==> src/rtl/reset_sequencer.sv <==
// Staged reset release for the SoC: bus, then CPU, then peripherals,
// plus a software soft reset with a one-cycle acknowledge.
//
// Ports:
//   system_clock   - sole clock, rising edge
//   reset          - synchronous active-high master reset
//   soft_reset_req - level soft-reset request, honoured only once running
//   soft_reset_ack - one-cycle pulse when a soft reset is accepted
//   bus_reset      - active-high bus-domain reset
//   cpu_reset      - active-high CPU-domain reset
//   periph_reset   - active-high peripheral-domain reset
//   reset_done     - high once every domain is released
//   seq_busy       - registered inverse of reset_done

module reset_sequencer #(
    parameter int unsigned HOLD_CYCLES = 4,
    parameter int unsigned STAGE_GAP   = 2,
    parameter int unsigned SOFT_HOLD   = 8
) (
    input  logic system_clock,
    input  logic reset,
    input  logic soft_reset_req,
    output logic soft_reset_ack,
    output logic bus_reset,
    output logic cpu_reset,
    output logic periph_reset,
    output logic reset_done,
    output logic seq_busy
);

    if (HOLD_CYCLES < 1 || HOLD_CYCLES > 255 ||
        STAGE_GAP < 1 || STAGE_GAP > 255 ||
        SOFT_HOLD < 1 || SOFT_HOLD > 255) begin : g_bad_params
        $error("reset_sequencer: parameters must be in 1..255");
    end

    typedef enum logic [2:0] {
        ST_HOLD,
        ST_BUS,
        ST_CPU,
        ST_PERIPH,
        ST_RUN,
        ST_SOFT
    } state_t;

    // Terminal counts: a stage lasting N edges ends when cnt reaches N-1.
    localparam logic [7:0] HOLD_LAST = 8'(HOLD_CYCLES - 1);
    localparam logic [7:0] GAP_LAST  = 8'(STAGE_GAP - 1);
    localparam logic [7:0] SOFT_LAST = 8'(SOFT_HOLD - 1);

    state_t     state_q, state_d;
    logic [7:0] cnt_q, cnt_d;
    logic       bus_q, bus_d;
    logic       cpu_q, cpu_d;
    logic       periph_q, periph_d;
    logic       done_q, done_d;
    logic       busy_q, busy_d;
    logic       ack_q, ack_d;

    always_comb begin
        state_d  = state_q;
        cnt_d    = cnt_q;
        bus_d    = bus_q;
        cpu_d    = cpu_q;
        periph_d = periph_q;
        done_d   = done_q;
        busy_d   = busy_q;
        // The acknowledge is a pulse: it only survives the accepting edge.
        ack_d    = 1'b0;

        case (state_q)
            ST_HOLD: begin
                if (cnt_q == HOLD_LAST) begin
                    cnt_d   = 8'd0;
                    bus_d   = 1'b0;
                    state_d = ST_BUS;
                end else begin
                    cnt_d = cnt_q + 8'd1;
                end
            end
            ST_BUS: begin
                if (cnt_q == GAP_LAST) begin
                    cnt_d   = 8'd0;
                    cpu_d   = 1'b0;
                    state_d = ST_CPU;
                end else begin
                    cnt_d = cnt_q + 8'd1;
                end
            end
            ST_CPU: begin
                if (cnt_q == GAP_LAST) begin
                    cnt_d    = 8'd0;
                    periph_d = 1'b0;
                    state_d  = ST_PERIPH;
                end else begin
                    cnt_d = cnt_q + 8'd1;
                end
            end
            ST_PERIPH: begin
                done_d  = 1'b1;
                busy_d  = 1'b0;
                state_d = ST_RUN;
            end
            ST_RUN: begin
                if (soft_reset_req) begin
                    bus_d    = 1'b1;
                    cpu_d    = 1'b1;
                    periph_d = 1'b1;
                    done_d   = 1'b0;
                    busy_d   = 1'b1;
                    ack_d    = 1'b1;
                    cnt_d    = 8'd0;
                    state_d  = ST_SOFT;
                end
            end
            ST_SOFT: begin
                // Domains stay asserted here; release resumes from ST_HOLD.
                if (cnt_q == SOFT_LAST) begin
                    cnt_d   = 8'd0;
                    state_d = ST_HOLD;
                end else begin
                    cnt_d = cnt_q + 8'd1;
                end
            end
            default: begin
                bus_d    = 1'b1;
                cpu_d    = 1'b1;
                periph_d = 1'b1;
                done_d   = 1'b0;
                busy_d   = 1'b1;
                cnt_d    = 8'd0;
                state_d  = ST_HOLD;
            end
        endcase
    end

    always_ff @(posedge system_clock) begin
        if (reset) begin
            state_q  <= ST_HOLD;
            cnt_q    <= 8'd0;
            bus_q    <= 1'b1;
            cpu_q    <= 1'b1;
            periph_q <= 1'b1;
            done_q   <= 1'b0;
            busy_q   <= 1'b1;
            ack_q    <= 1'b0;
        end else begin
            state_q  <= state_d;
            cnt_q    <= cnt_d;
            bus_q    <= bus_d;
            cpu_q    <= cpu_d;
            periph_q <= periph_d;
            done_q   <= done_d;
            busy_q   <= busy_d;
            ack_q    <= ack_d;
        end
    end

    assign soft_reset_ack = ack_q;
    assign bus_reset      = bus_q;
    assign cpu_reset      = cpu_q;
    assign periph_reset   = periph_q;
    assign reset_done     = done_q;
    assign seq_busy       = busy_q;

endmodule

==> config.mk <==
export PLATFORM = sky130hd
export DESIGN_NAME = reset_sequencer
export DESIGN_NICKNAME = d
export VERILOG_FILES = /design/src/rtl/reset_sequencer.sv
export SDC_FILE = /design/constraint.sdc
export NUM_CORES = 1
export LEC_CHECK = 0
export CAP_MARGIN = 10
export CELL_PAD_IN_SITES_DETAIL_PLACEMENT = 0
export CELL_PAD_IN_SITES_GLOBAL_PLACEMENT = 1
export CORE_ASPECT_RATIO = 1.2
export CORE_MARGIN = 1
export CORE_UTILIZATION = 42
export CTS_CLUSTER_SIZE = 20
export DETAILED_ROUTE_END_ITERATION = 12
export PLACE_DENSITY_LB_ADDON = 0.1
export SYNTH_ARGS = -nofsm -noshare
export SYNTH_HDL_FRONTEND = slang
export SYNTH_SLANG_ARGS = --single-unit
export TNS_END_PERCENT = 50
==> constraint.sdc <==
create_clock -name system_clock -period 2.5 [get_ports system_clock]
set_clock_uncertainty 0.15 [all_clocks]
set_input_delay 0.25 -clock system_clock [delete_from_list [all_inputs] [get_ports system_clock]]
set_output_delay 0.25 -clock system_clock [all_outputs]
set_load 0.05 [all_outputs]
==> summary.md, run 1 <==
| Metric | Value |
|---|---|
| EDFF count, synth | 0 |
| Fill cells | 221 |
| Setup-failing EPs final | 0 |
| Clock Tree Buf Depth | 2 |
| Sw Ratio | 0.3222 |
| Input/output buffers | 8 |
| Placement Cell Area | 0.001074 sq mm |
| Clock power frac | 0.263 |
| Vias in the first global route | about 830 |
| IO Pins | 9 |
| Synth top area cells | dfxtp_1 (35%), nand2_1 (4.6%), and3_1 (3.2%) |
| Placer Congestion | 0.7997 |
| Async SR Flop Fraction | 0 |
| Pin count of the biggest net entering global routing | 13 |
| Tightest Pin Transition | 0.5389 ns |
| Unrepaired setup endpoints after global routing | false |
| Ratio of cells with drive above 1 in the final layout | 0.1565 |
| Layout area overhead | 13.55% |
| CTS Root Cell | clkbuf_4 |
| Worst setup slack after layout | 0.2953 ns |
| Global route overflow | 0 |
| Register area share after synthesis | 0.3510 |
| ANT nets after route | 0 |
| DR pass1 iterations | 4 |
| Initial Util | 0.4580 |
| Count of cell types in the netlist | 45 |
| HP Class | reg2reg |
| Clock sinks | 17 |
| NumNets Final | 121 |
| Antenna cell count | 0 |
| Sequential share of power | 0.527 |
| Drt via density | ~5.9 |
| Pint | 402.5 uW |
| Post-synth top cells | dfxtp_1 (17), nand2_1 (12), nor2_1 (6), and3_1 (5) |
| First-pass GRT wire length | between 3000 and 4000 um |
| Worst Hold End | seq_busy$_SDFFE_PP1P_ |
| Reg-to-reg endpoint | cnt_q[5]$_SDFFE_PP0P_ |
| Finished layout cell area | 0.001101 sq mm |
| Synth Warn # | 0 |
| Synth Register Bits | 17 |
| Arrival @ worst endpoint | approximately 2.2 ns |
| FF/Latch Area | 340.3 sq um |
| Min-delay src | seq_busy$_SDFFE_PP1P_ |
| Worst r2r src | cnt_q[0]$_SDFFE_PP0P_ |
| Initial antenna violation count | 0 |
| Gate power share | 0.210 |
| Final Max Tran Viols | 0 |
| Die height | approximately 55 um |
| Period utilization | 0.8819 |
| Fin Setup TNS | 0 ns |
| Rel. slew slack | 0.6379 |
| Synth Flop Type | dfxtp_1 |
| Critical path origin | cnt_q[0]$_SDFFE_PP0P_ |
| Iteration-0 DRC count of the detailed router | 18 |
| Flop2flop setup slack | 0.30 ns |
| P_sw | 191.4 uW |
| Final hold vios | 0 |
| CTS buffer count | 3 |
| Post-synthesis cell area | 969.7 sq um |
| Post-synth top area cell | dfxtp_1 |
| Max IR drop VDD | between 0.0003 and 0.0004 V |
| Top-area cell type share of the netlist area | 0.3510 |
| Drt wl/cell | ~16 um |
| Top-count cell post-synth | dfxtp_1 |
| DRC Markers | 0 |
| Die area | around 0.0025 sq mm |
| Worst endpoint required time | approximately 2.5 ns |
| Total Wirelength | 2254 um |
| FP Rows | 18 |
| Clk_lat worst skew | 0.29 ns |
| Critical path type | reg2reg |
| Post-CTS Setup Bufs | 0 |
| Post-Syn Nets | about 110 |
| Global Route Usage Sum | 0.2064 |
| Clk slew on worst S/H paths | 0.11 ns |
| CTS tree | yes |
| Largest fanout on the critical path | 7 |
| Placed wire-length estimate | 1696 um |
| Post-CTS sizing | 0 |
| Multi-input logic area | 585.6 sq um |
| Leak Pwr | 0.0004131 uW |
| Core area | 0.002117 sq mm |
| # hold bufs at CTS | 0 |
| Status | finished, final reports clean |
| Vias | 857 |
| Max Freq | 0.4536 GHz |
| Tmin final | 2.205 ns |
| Cell Pwr Density | about 540 mW/mm^2 |
| H-Tree Level Count | 1 |
| Cell count after synthesis | 106 |
| Hold WS | about 0.30 ns |
| DIE WIDTH | 45.87 um |
| CP Capture Type | register |
| Startpoint types | register |
| Hold Path Depth | 2 |
| Avg Inst Size Synth | 9.148 sq um |
| Dpl ws | ~0.31 ns |
| Max_cap viols | 0 |
| Reg2Reg Depth | 5 |
[power groups by stage]
| stage | Sequential (uW) | Combinational (uW) | Clock, uW |
|---|---|---|---|
| 3_3_place_gp | 317 | 122 | 0 |
| 6_report | 313 | 125 | 156 |
| 4_1_cts | 312 | 124 | 160 |
| 5_1_grt | 315 | 135 | 173 |
| 3_5_place_dp | 318 | 124 | 0 |
| 2_1_floorplan | 313 | 103 | 0 |
[flip-flops by register name, summed over array words and instances (netlist names)]
register	cells
bus_reset	1
seq_busy	1
cpu_reset	1
reset_done	1
cnt_q	8
state_q	3
periph_reset	1
soft_reset_ack	1
[kinds of logic (layout without fill, tap and decap cells)]
family | count (synthesis) | count (layout) | synth area share
AOI/OAI and AO/OA | 30 | 30 | 0.2723
adders and majority gates | 2 | 2 | 0.02580
muxes | 2 | 2 | 0.02065
buffers and inverters | 9 | 18 | 0.04516
DFF | 17 | 17 | 0.3510
and+or+nand+nor | 46 | 46 | 0.2852
[layout make-up]
class,count,area share
well taps,30,0.03409
clock inverters,1,0.004545
flip-flops and latches,17,0.3091
repair buffers,10,0.08636
multi-input cells,80,0.5318
inverters,4,0.01364
clock buffers,3,0.02045
[placed cells by master (no fill, tap or decap), drive strengths merged, types with 2 or more instances in the layout]
master	netlist	layout
a2111oi	3	3
a21o	2	2
a21oi	4	4
a31oi	3	3
and3	5	5
buf	3	2
clkbuf	2	3
clkdlybuf4s50	0	8
dfxtp	17	17
ha	2	2
inv	4	4
mux2i	2	2
nand2	12	12
nand2b	4	4
nand3	2	2
nor2	6	6
nor3	5	5
nor4	4	4
o21ai	3	3
o311a	2	2
o32ai	2	2
or3	2	2
[through the flow]
| step | instances | total power (uW) | utilization |
|---|---|---|---|
| 2_1_floorplan | 106 | 415.1 | - |
| 3_3_place_gp | 141 | 439.8 | 0.5071 |
| 3_5_place_dp | 141 | 442.5 | 0.5071 |
| 4_1_cts | 145 | 596.1 | 0.5201 |
| 5_1_grt | 145 | 622.7 | 0.5201 |
| 6_report | 145 | 593.8 | 0.5201 |
[routing by layer]
layer,part of all wire,GRT usage
met4,0.022,0.07353
met2,0.50,0.3638
met3,0.016,0.02970
met5,0,0
met1,0.47,0.2495
[critical path, cell delays in order (launching register included)]
cell       delay [ns]
dfxtp_1          0.43
ha_1             0.31
or3b_4           0.42
o221a_4          0.31
a2111oi_1        0.37
nor4_1           0.10
[worst max-delay path by stage]
stage / end / slack (ns) / cells past startpoint
finish: cnt_q[5]$_SDFFE_PP0P_ / 0.30 / 5
global route: cnt_q[5]$_SDFFE_PP0P_ / 0.15 / 5
CTS: cnt_q[5]$_SDFFE_PP0P_ / 0.33 / 5
detailed placement: cnt_q[6]$_SDFFE_PP0P_ / 0.31 / 5
global placement: cnt_q[5]$_SDFFE_PP0P_ / 0.38 / 5
floorplan: cnt_q[5]$_SDFFE_PP0P_ / 0.52 / 5
Note: power is estimated with default switching activity, not from simulation.
==> run 2: changes to the inputs <==
--- a/config.mk
+++ b/config.mk
@@ -11,6 +11,7 @@
 export CORE_ASPECT_RATIO = 1.2
 export CORE_MARGIN = 1
 export CORE_UTILIZATION = 42
+export CTS_BUF_LIST = sky130_fd_sc_hd__clkbuf_16
 export CTS_CLUSTER_SIZE = 20
 export DETAILED_ROUTE_END_ITERATION = 12
 export PLACE_DENSITY_LB_ADDON = 0.1
==> summary.md, run 2 (synthesis gave the netlist of run 1 again) <==
| Metric | Value |
|---|---|
| Die height | 54.64 um |
| Fin Setup TNS | 0 ns |
| Flop2flop setup slack | roughly 0.31 ns |
| Setup-failing EPs final | 0 |
| Clk_lat worst skew | 0.25 ns |
| Min-delay src | seq_busy$_SDFFE_PP1P_ |
| Final hold vios | 0 |
| Critical path type | reg2reg |
| Drt wl/cell | about 16 um |
| Placed wire-length estimate | 1696 um |
| Period utilization | 0.8775 |
| Iteration-0 DRC count of the detailed router | 16 |
| FP Rows | 18 |
| Placer Congestion | 0.7997 |
| Worst r2r src | cnt_q[0]$_SDFFE_PP0P_ |
| Post-CTS Setup Bufs | 0 |
| Worst Hold End | seq_busy$_SDFFE_PP1P_ |
| CP Capture Type | register |
| Core area | approximately 0.0021 sq mm |
| Largest Register | cnt_q |
| Startpoint types | register |
| Status | finished, final reports clean |
| Tightest Pin Transition | approximately 0.51 ns |
| Die area | 0.002506 sq mm |
| Unrepaired setup endpoints after global routing | false |
| Arrival @ worst endpoint | 2.16 ns |
| Hold WS | 0.2941 ns |
| CTS buffer count | 3 |
| DIE WIDTH | 45.87 um |
| Max_cap viols | 0 |
| Initial antenna violation count | 0 |
| Initial Util | 0.4580 |
| Drt via density | roughly 5.9 |
| Tmin final | 2.194 ns |
| Leak Pwr | 0.0004362 uW |
| DRC Markers | 0 |
| Most frequent cells in the layout | dfxtp_1 (17), nand2_1 (12), clkdlybuf4s50_1 (8) |
| CTS Root Cell | clkbuf_16 |
| Max reg flops | 8 |
| Pwr Total | 760.7 uW |
| Layout Cells excl Fill | 145 |
| Top flop regs | cnt_q: 8 flops, state_q: 3 flops |
| ANT nets after route | 0 |
| Placed cells | 141 |
| Clk slew on worst S/H paths | 0.05 ns |
| Global route overflow | 0 |
| Worst setup slack after layout | 0.3061 ns |
| Vias in the first global route | 820 |
| Final Max Tran Viols | 0 |
| Hold Path Depth | 2 |
| Vias | around 860 |
| Dpl ws | 0.3133 ns |
| Reg2Reg Depth | 5 |
| Fill cells | 214 |
| Most common cell after layout, fill and taps aside | dfxtp_1 |
| Post-CTS sizing | 0 |
| CTS tree | yes |
| Reg-to-reg endpoint | cnt_q[5]$_SDFFE_PP0P_ |
| Antenna cell count | 0 |
| Global Route Usage Sum | 0.2050 |
| Largest fanout on the critical path | 7 |
| Rel. slew slack | 0.6550 |
| Clock Tree Buf Depth | 2 |
| Total Wirelength | 2259 um |
| H-Tree Level Count | 1 |
| Worst endpoint required time | approximately 2.5 ns |
| DR pass1 iterations | 4 |
| Input/output buffers | 8 |
| Cell Pwr Density | 659.4 mW/mm^2 |
| HP Class | reg2reg |
| IO Pins | 9 |
| Ratio of cells with drive above 1 in the final layout | 0.1565 |
| Clock sinks | 17 |
| Layout area overhead | 18.97% |
| NumNets Final | 121 |
| Max IR drop VDD | 0.0005862 V |
| First-pass GRT wire length | between 3000 and 4000 um |
| # hold bufs at CTS | 0 |
| Max Freq | approximately 0.46 GHz |
| Pin count of the biggest net entering global routing | 13 |
## run 2: how the worst max path moves through the flow
| stage | startpoint | end | cells after the start |
|---|---|---|---|
| final | cnt_q[0]$_SDFFE_PP0P_ | cnt_q[5]$_SDFFE_PP0P_ | 5 |
| after global routing | cnt_q[0]$_SDFFE_PP0P_ | cnt_q[5]$_SDFFE_PP0P_ | 5 |
| after CTS | cnt_q[0]$_SDFFE_PP0P_ | cnt_q[5]$_SDFFE_PP0P_ | 5 |
| after detailed placement | cnt_q[0]$_SDFFE_PP0P_ | cnt_q[6]$_SDFFE_PP0P_ | 5 |
| after global placement | cnt_q[0]$_SDFFE_PP0P_ | cnt_q[5]$_SDFFE_PP0P_ | 5 |
| after floorplan | cnt_q[0]$_SDFFE_PP0P_ | cnt_q[5]$_SDFFE_PP0P_ | 5 |
## run 2: metrics by stage
stage	util	instance area (sq um)
final	0.5449	1154
after global routing	0.5449	1154
after CTS	0.5449	1154
after detailed placement	0.5071	1074
after global placement	0.5071	1074
after floorplan	-	969.7
## run 2: area by class of cell
cell class                 count  area [sq um]  area share
inverter                       4         15.01     0.01302
sequential                    17         340.3      0.2950
clock inverter                 1         5.005    0.004338
timing repair buffer          10         95.09     0.08243
multi-input combinational     80         585.6      0.5076
tap                           30         37.54     0.03254
clock buffer                   3         75.07     0.06508
## run 2: per-layer routing
layer | global-route usage | part of all wire | vias up
li1 | - | - | 424
met1 | 0.2475 | 0.46 | 411
met2 | 0.3615 | 0.49 | 18
met3 | 0.02970 | 0.027 | 6
met4 | 0.07353 | 0.023 | 0
met5 | 0 | 0 | -
## run 2: report_power, final
part	internal [uW]	leakage, uW	switching [uW]	total, uW
Sequential	286	0.000138	26.8	313
Combinational	57.1	0.000258	67.4	125
Clock	214	0.0000409	109	323
## run 2: worst max-delay path, stage by stage (launching register included)
cell	delay [ns]
dfxtp_1	0.41
ha_1	0.30
or3b_4	0.42
o221a_4	0.31
a2111oi_1	0.37
nor4_1	0.10
==> run 3: changes to the inputs <==
--- a/config.mk
+++ b/config.mk
@@ -5,11 +5,12 @@
 export SDC_FILE = /design/constraint.sdc
 export NUM_CORES = 1
 export LEC_CHECK = 0
+export ABC_CLOCK_PERIOD_IN_PS = 2500
 export CAP_MARGIN = 10
 export CELL_PAD_IN_SITES_DETAIL_PLACEMENT = 0
 export CELL_PAD_IN_SITES_GLOBAL_PLACEMENT = 1
 export CORE_ASPECT_RATIO = 1.2
-export CORE_MARGIN = 1
+export CORE_MARGIN = 10
 export CORE_UTILIZATION = 42
 export CTS_BUF_LIST = sky130_fd_sc_hd__clkbuf_16
 export CTS_CLUSTER_SIZE = 20
==> summary.md, run 3 (synthesis gave the netlist of run 1 again) <==
| Metric | Value |
|---|---|
| Status | finished, final reports clean |
| CTS Root Cell | clkbuf_16 |
| Fin Setup TNS | 0 ns |
| DR pass1 iterations | 4 |
| Initial Util | 0.4294 |
| Die height | 72.64 um |
| Vias in the first global route | 809 |
| Die area | 0.004639 sq mm |
| Max IR drop VDD | 0.0003254 V |
| Leak Pwr | 0.0004376 uW |
| Setup-failing EPs final | 0 |
| Finished layout cell area | 0.001154 sq mm |
| Antenna cell count | 0 |
| IO Pins | 9 |
| DRC Markers | 0 |
| ANT nets after route | 0 |
| FF/Latch Area | 340.3 sq um |
| Largest Register | cnt_q |
| Worst endpoint required time | 2.47 ns |
| Max reg flops | 8 |
| Clock sinks | 17 |
| Critical path type | reg2reg |
| Iteration-0 DRC count of the detailed router | 31 |
| Cell Pwr Density | 656.7 mW/mm^2 |
| CP Cell Sequence | ha_1 -> or3b_4 -> o221a_4 -> a2111oi_1 -> nor4_1 |
| Post-CTS sizing | 0 |
| Post-CTS Setup Bufs | 0 |
| Most common cell after layout, fill and taps aside | dfxtp_1 |
| Rel. slew slack | 0.6264 |
| Total Wirelength | about 2300 um |
| Tmin final | 2.157 ns |
| Final Max Tran Viols | 0 |
| Period utilization | 0.8626 |
| CTS buffer count | 3 |
| Pwr Total | 757.6 uW |
| Placement Cell Area | ~0.0011 sq mm |
| Arrival @ worst endpoint | ~2.1 ns |
| Most frequent cells in the layout | dfxtp_1 (17), nand2_1 (12), clkdlybuf4s50_1 (8) |
| Global route overflow | 0 |
| Drt via density | 5.904 |
| CTS tree | yes |
| Input/output buffers | 8 |
| Crit path max-delay cell type | dfxtp_1 |
| Placed wire-length estimate | between 1500 and 2000 um |
| Layout area overhead | 18.97% |
| CP Capture Type | register |
| Startpoint types | register |
| H-Tree Level Count | 1 |
| Largest fanout on the critical path | 7 |
| Top flop regs | cnt_q: 8 flops, state_q: 3 flops |
| FP Rows | 19 |
| Max Freq | ~0.46 GHz |
| Drt wl/cell | around 16 um |
| Vias | 862 |
| Global Route Usage Sum | 0.1065 |
| DIE WIDTH | around 64 um |
| Initial antenna violation count | 0 |
| Clk_lat worst skew | 0.25 ns |
| Clock Tree Buf Depth | 2 |
| Final core utilization | 0.5108 |
| Tightest Pin Transition | 0.5561 ns |
| Pin count of the biggest net entering global routing | 13 |
| Fill cells | 215 |
| Placer Congestion | 0.7707 |
| Multi-input logic area | 585.6 sq um |
| Ratio of cells with drive above 1 in the final layout | 0.1478 |
| Unrepaired setup endpoints after global routing | false |
| # hold bufs at CTS | 0 |
| CP peak stage delay | 0.41 ns |
| NumNets Final | 121 |
| HP Class | reg2reg |
| First-pass GRT wire length | approximately 4000 um |
| Final hold vios | 0 |
| Max_cap viols | 0 |
| Core area | 0.002258 sq mm |
| Clk slew on worst S/H paths | 0.05 ns |
## run 3: routing by layer
| layer | global-route usage | wire (um) |
|---|---|---|
| met4 | 0.08029 | 55 |
| met1 | 0.1202 | 1036 |
| met2 | 0.1617 | 1089 |
| met5 | 0 | 0 |
| met3 | 0.03687 | 110 |
## run 3: final timing paths
| path | startpoint | to | slack, ns | cells after the start |
|---|---|---|---|---|
| worst min register to register | seq_busy$_SDFFE_PP1P_ | seq_busy$_SDFFE_PP1P_ | 0.29 | 2 |
| worst max-delay path | cnt_q[0]$_SDFFE_PP0P_ | cnt_q[5]$_SDFFE_PP0P_ | 0.34 | 5 |
| worst min-delay path | seq_busy$_SDFFE_PP1P_ | seq_busy$_SDFFE_PP1P_ | 0.29 | 2 |
| worst max register to register | cnt_q[0]$_SDFFE_PP0P_ | cnt_q[5]$_SDFFE_PP0P_ | 0.34 | 5 |
## run 3: final cells by class
class	count	share of cell area
Inverter	4	0.01302
Tap cell	31	0.03362
Clock buffer	3	0.06508
Multi-Input combinational cell	80	0.5076
Clock inverter	1	0.003254
Sequential cell	17	0.2950
Timing Repair Buffer	10	0.08243
## run 3: stage by stage
stage               setup slack [ns]  hold slack (ns)  cells
floorplan                     0.5211           0.2561    106
global placement              0.3951           0.2799    142
detailed placement            0.3440           0.2850    142
CTS                           0.3339           0.2919    146
global route                  0.2121           0.3077    146
finish                        0.3434           0.2874    146
## run 3: report_power, final
group / internal [uW] / switching (uW) / total (uW)
clock: 213 / 108 / 321
sequential: 287 / 26.6 / 313
combinational: 57.0 / 66.5 / 123
## run 3: worst max-delay path: cells and delay by family (launching register included)
family	cells	cell delay, ns
compound gates	2	0.66
simple gates	2	0.51
flops	1	0.41
fa+ha+maj	1	0.29
==> patch 1 (settings of run 2) <==
Encoding of `state_t`: now one-hot (6 bits for 6 states).
--- a/src/rtl/reset_sequencer.sv
+++ b/src/rtl/reset_sequencer.sv
@@ -35,11 +35,11 @@
     end
 
-    typedef enum logic [2:0] {
-        ST_HOLD,
-        ST_BUS,
-        ST_CPU,
-        ST_PERIPH,
-        ST_RUN,
-        ST_SOFT
+    typedef enum logic [5:0] {
+        ST_HOLD   = 6'b000001,
+        ST_BUS    = 6'b000010,
+        ST_CPU    = 6'b000100,
+        ST_PERIPH = 6'b001000,
+        ST_RUN    = 6'b010000,
+        ST_SOFT   = 6'b100000
     } state_t;
 
Check against the original RTL: same outputs for any inputs over 10 cycles, from zero or initial values and one cycle with reset high; not proved beyond that.
==> patch 1 against run 2 <==
Setup slack gained 0.055 ns; final area grew 13%; sequential cell count grew 3; hold slack gained 0.018 ns; critical path depth grew 1; area after synthesis grew 16%; wire length grew 20%; sequential share of layout area grew 1.1 points; critical endpoint is now state_q[5]; highest routed layer unchanged.
Power is not compared: it rests on default switching activity, and its combinational part moved more than twofold at a synthesized area within 25%.
==> patch 1: results (changes against run 2) <==
Critical-path top delay cell=o21ai_1; DP HPWL=1970 µm (+16%); fin cells=175 (+21%); fillers=237 (+11%); Total GRT Usage=21.3% (+0.81 points); worst min-delay path startpoint=cpu_reset; crit-path max FO=5 (-2); dpl cell area=0.00123 mm² (+15%); worst reg2reg setup slack=0.36 ns (+0.05 ns); routed length on met3=32 µm (-48%); # placed instances=171 (+21%); synth top area cells=dfxtp_1, nand2_1, nor4_2; pre-CTS setup slack=0.377 ns (+0.0642 ns); hold depth=1 (-1); worst r2r dst=state_q[5]; sequential area share after synthesis=35.6% (+0.46 points); RD Place Congestion=0.806 (+0.76%); first-iteration detailed-routing DRC count=28 (+12); Largest regs=cnt_q x8, state_q x6; met1 usage=25.7% (+0.92 points); status=finished clean; hold path endpoint=cpu_reset; Synth Area in Compound Gates=20.2% (-7.0 points); WHS=0.312 ns (+0.0183 ns); post-synthesis mux area share=0% (-2.1 points); met3 usage=3.88% (+0.91 points); share of layout cells above drive strength 1=12.0% (-3.7 points); routed wire length=2710 µm (+20%); vias in the first global route=974 (+19%)
[patch 1: changes by cell type after synthesis, sizes merged, moves of 4 or more]
cell | before | now
and2 | 0 | 5
and3 | 5 | 1
nand3b | 0 | 4
nor2 | 6 | 13
o21ai | 3 | 7
[patch 1: final cells by class]
class,count,area share (%)
clock buffers,3,5.74
clock inverters,1,0.287
inverters,1,0.287
multi-input cells,108,53.3
flip-flops and latches,20,30.6
well taps,33,3.15
repair buffers,9,6.69
[patch 1: power groups by stage]
stage / logic (W) / clock network [W] / registers (W)
after CTS: 0.000517 / 0.000334 / 0.000420
after global routing: 0.000562 / 0.000355 / 0.000427
after detailed placement: 0.000510 / 0 / 0.000427
after global placement: 0.000503 / 0 / 0.000425
final: 0.000513 / 0.000333 / 0.000420
after floorplan: 0.000347 / 0 / 0.000470
==> patch 2 (config.mk and constraints of run 2) <==
Made on the original files. Change the parameter `SOFT_HOLD` from 8 to 6.
--- a/src/rtl/reset_sequencer.sv
+++ b/src/rtl/reset_sequencer.sv
@@ -16,5 +16,5 @@
     parameter int unsigned HOLD_CYCLES = 4,
     parameter int unsigned STAGE_GAP   = 2,
-    parameter int unsigned SOFT_HOLD   = 8
+    parameter int unsigned SOFT_HOLD   = 6
 ) (
     input  logic system_clock,
Formal check against the unedited RTL: same outputs for any inputs over 10 cycles, from zero or initial values and one cycle with reset high; that may be too few to reach the edited logic, so the function may still have changed.
==> patch 2 against run 2 <==
Final cell count is 4.1% higher; area after synthesis is 4.9% lower; count of clock-buffer cells in the layout stayed put; setup slack worse by 0.051 ns; final area is 4.7% lower; core utilization is 1.4 points lower; hold slack better by 0.010 ns; power is 4.7% lower; sequential cell count stayed put; wire length is 9.7% lower; sequential share of layout area is 1.4 points higher; critical path type unchanged; critical endpoint is now cnt_q[7].
==> patch 2: results (changes against run 2) <==
worst reg2reg setup slack=0.26 ns (-0.05 ns); total vias in the final route=814 (-5.2%); largest net degree at the start of global routing=16 (+3); Synth Area in XOR/XNOR=0.950% (+0.95 points); routed wire length=2040 µm (-9.7%); Total GRT Usage=19.1% (-1.4 points); fillers=203 (-5.1%); clk cell area share=7.28% (+0.34 points); invs w/o clock=5 (+1); status=finished clean; sequential area share after synthesis=36.9% (+1.8 points); post-synthesis mux area share=1.09% (-0.98 points); Synth Area in Compound Gates=23.6% (-3.6 points); worst r2r dst=cnt_q[7]; Leak=0.405 nW (-7.2%); met1 usage=21.9% (-2.9 points); switching share of power=25.2% (-1.5 points); Nets=127 (+5.0%); Comb. pwr=0.000102 W (-18%); Worst Reg-to-Reg Cells=6 (+1); vias in the first global route=751 (-8.4%); multi-input gates=85 (+6.3%); mapped cell area=922 µm² (-4.9%); met3 usage=3.07% (+0.10 points); synth top area cells=dfxtp_1, nand2_1, nand3_1; share of layout cells above drive strength 1=10.7% (-4.9 points)
patch 2: cell families (layout without fill, tap and decap cells):
| logic type | Yosys count | in the layout |
|---|---|---|
| xor gates and xnor gates | 1 | 1 |
| adders and majority gates | 2 | 2 |
| AOI/OAI and AO/OA | 27 | 27 |
| and+or+nand+nor | 54 | 54 |
| muxes | 1 | 1 |
| buffers and inverters | 11 | 19 |
| DFF | 17 | 17 |
patch 2: through the flow:
| step | hold slack, ns | cells | util, % | setup slack [ns] | power (W) |
|---|---|---|---|---|---|
| after floorplan | 0.231 | 113 | - | 0.527 | 0.000390 |
| after detailed placement | 0.299 | 147 | 49.2 | 0.276 | 0.000411 |
| after global placement | 0.282 | 147 | 49.2 | 0.317 | 0.000410 |
| final | 0.305 | 151 | 53.1 | 0.255 | 0.000725 |
| after CTS | 0.309 | 151 | 53.1 | 0.267 | 0.000734 |
| after global routing | 0.325 | 151 | 53.1 | 0.132 | 0.000758 |
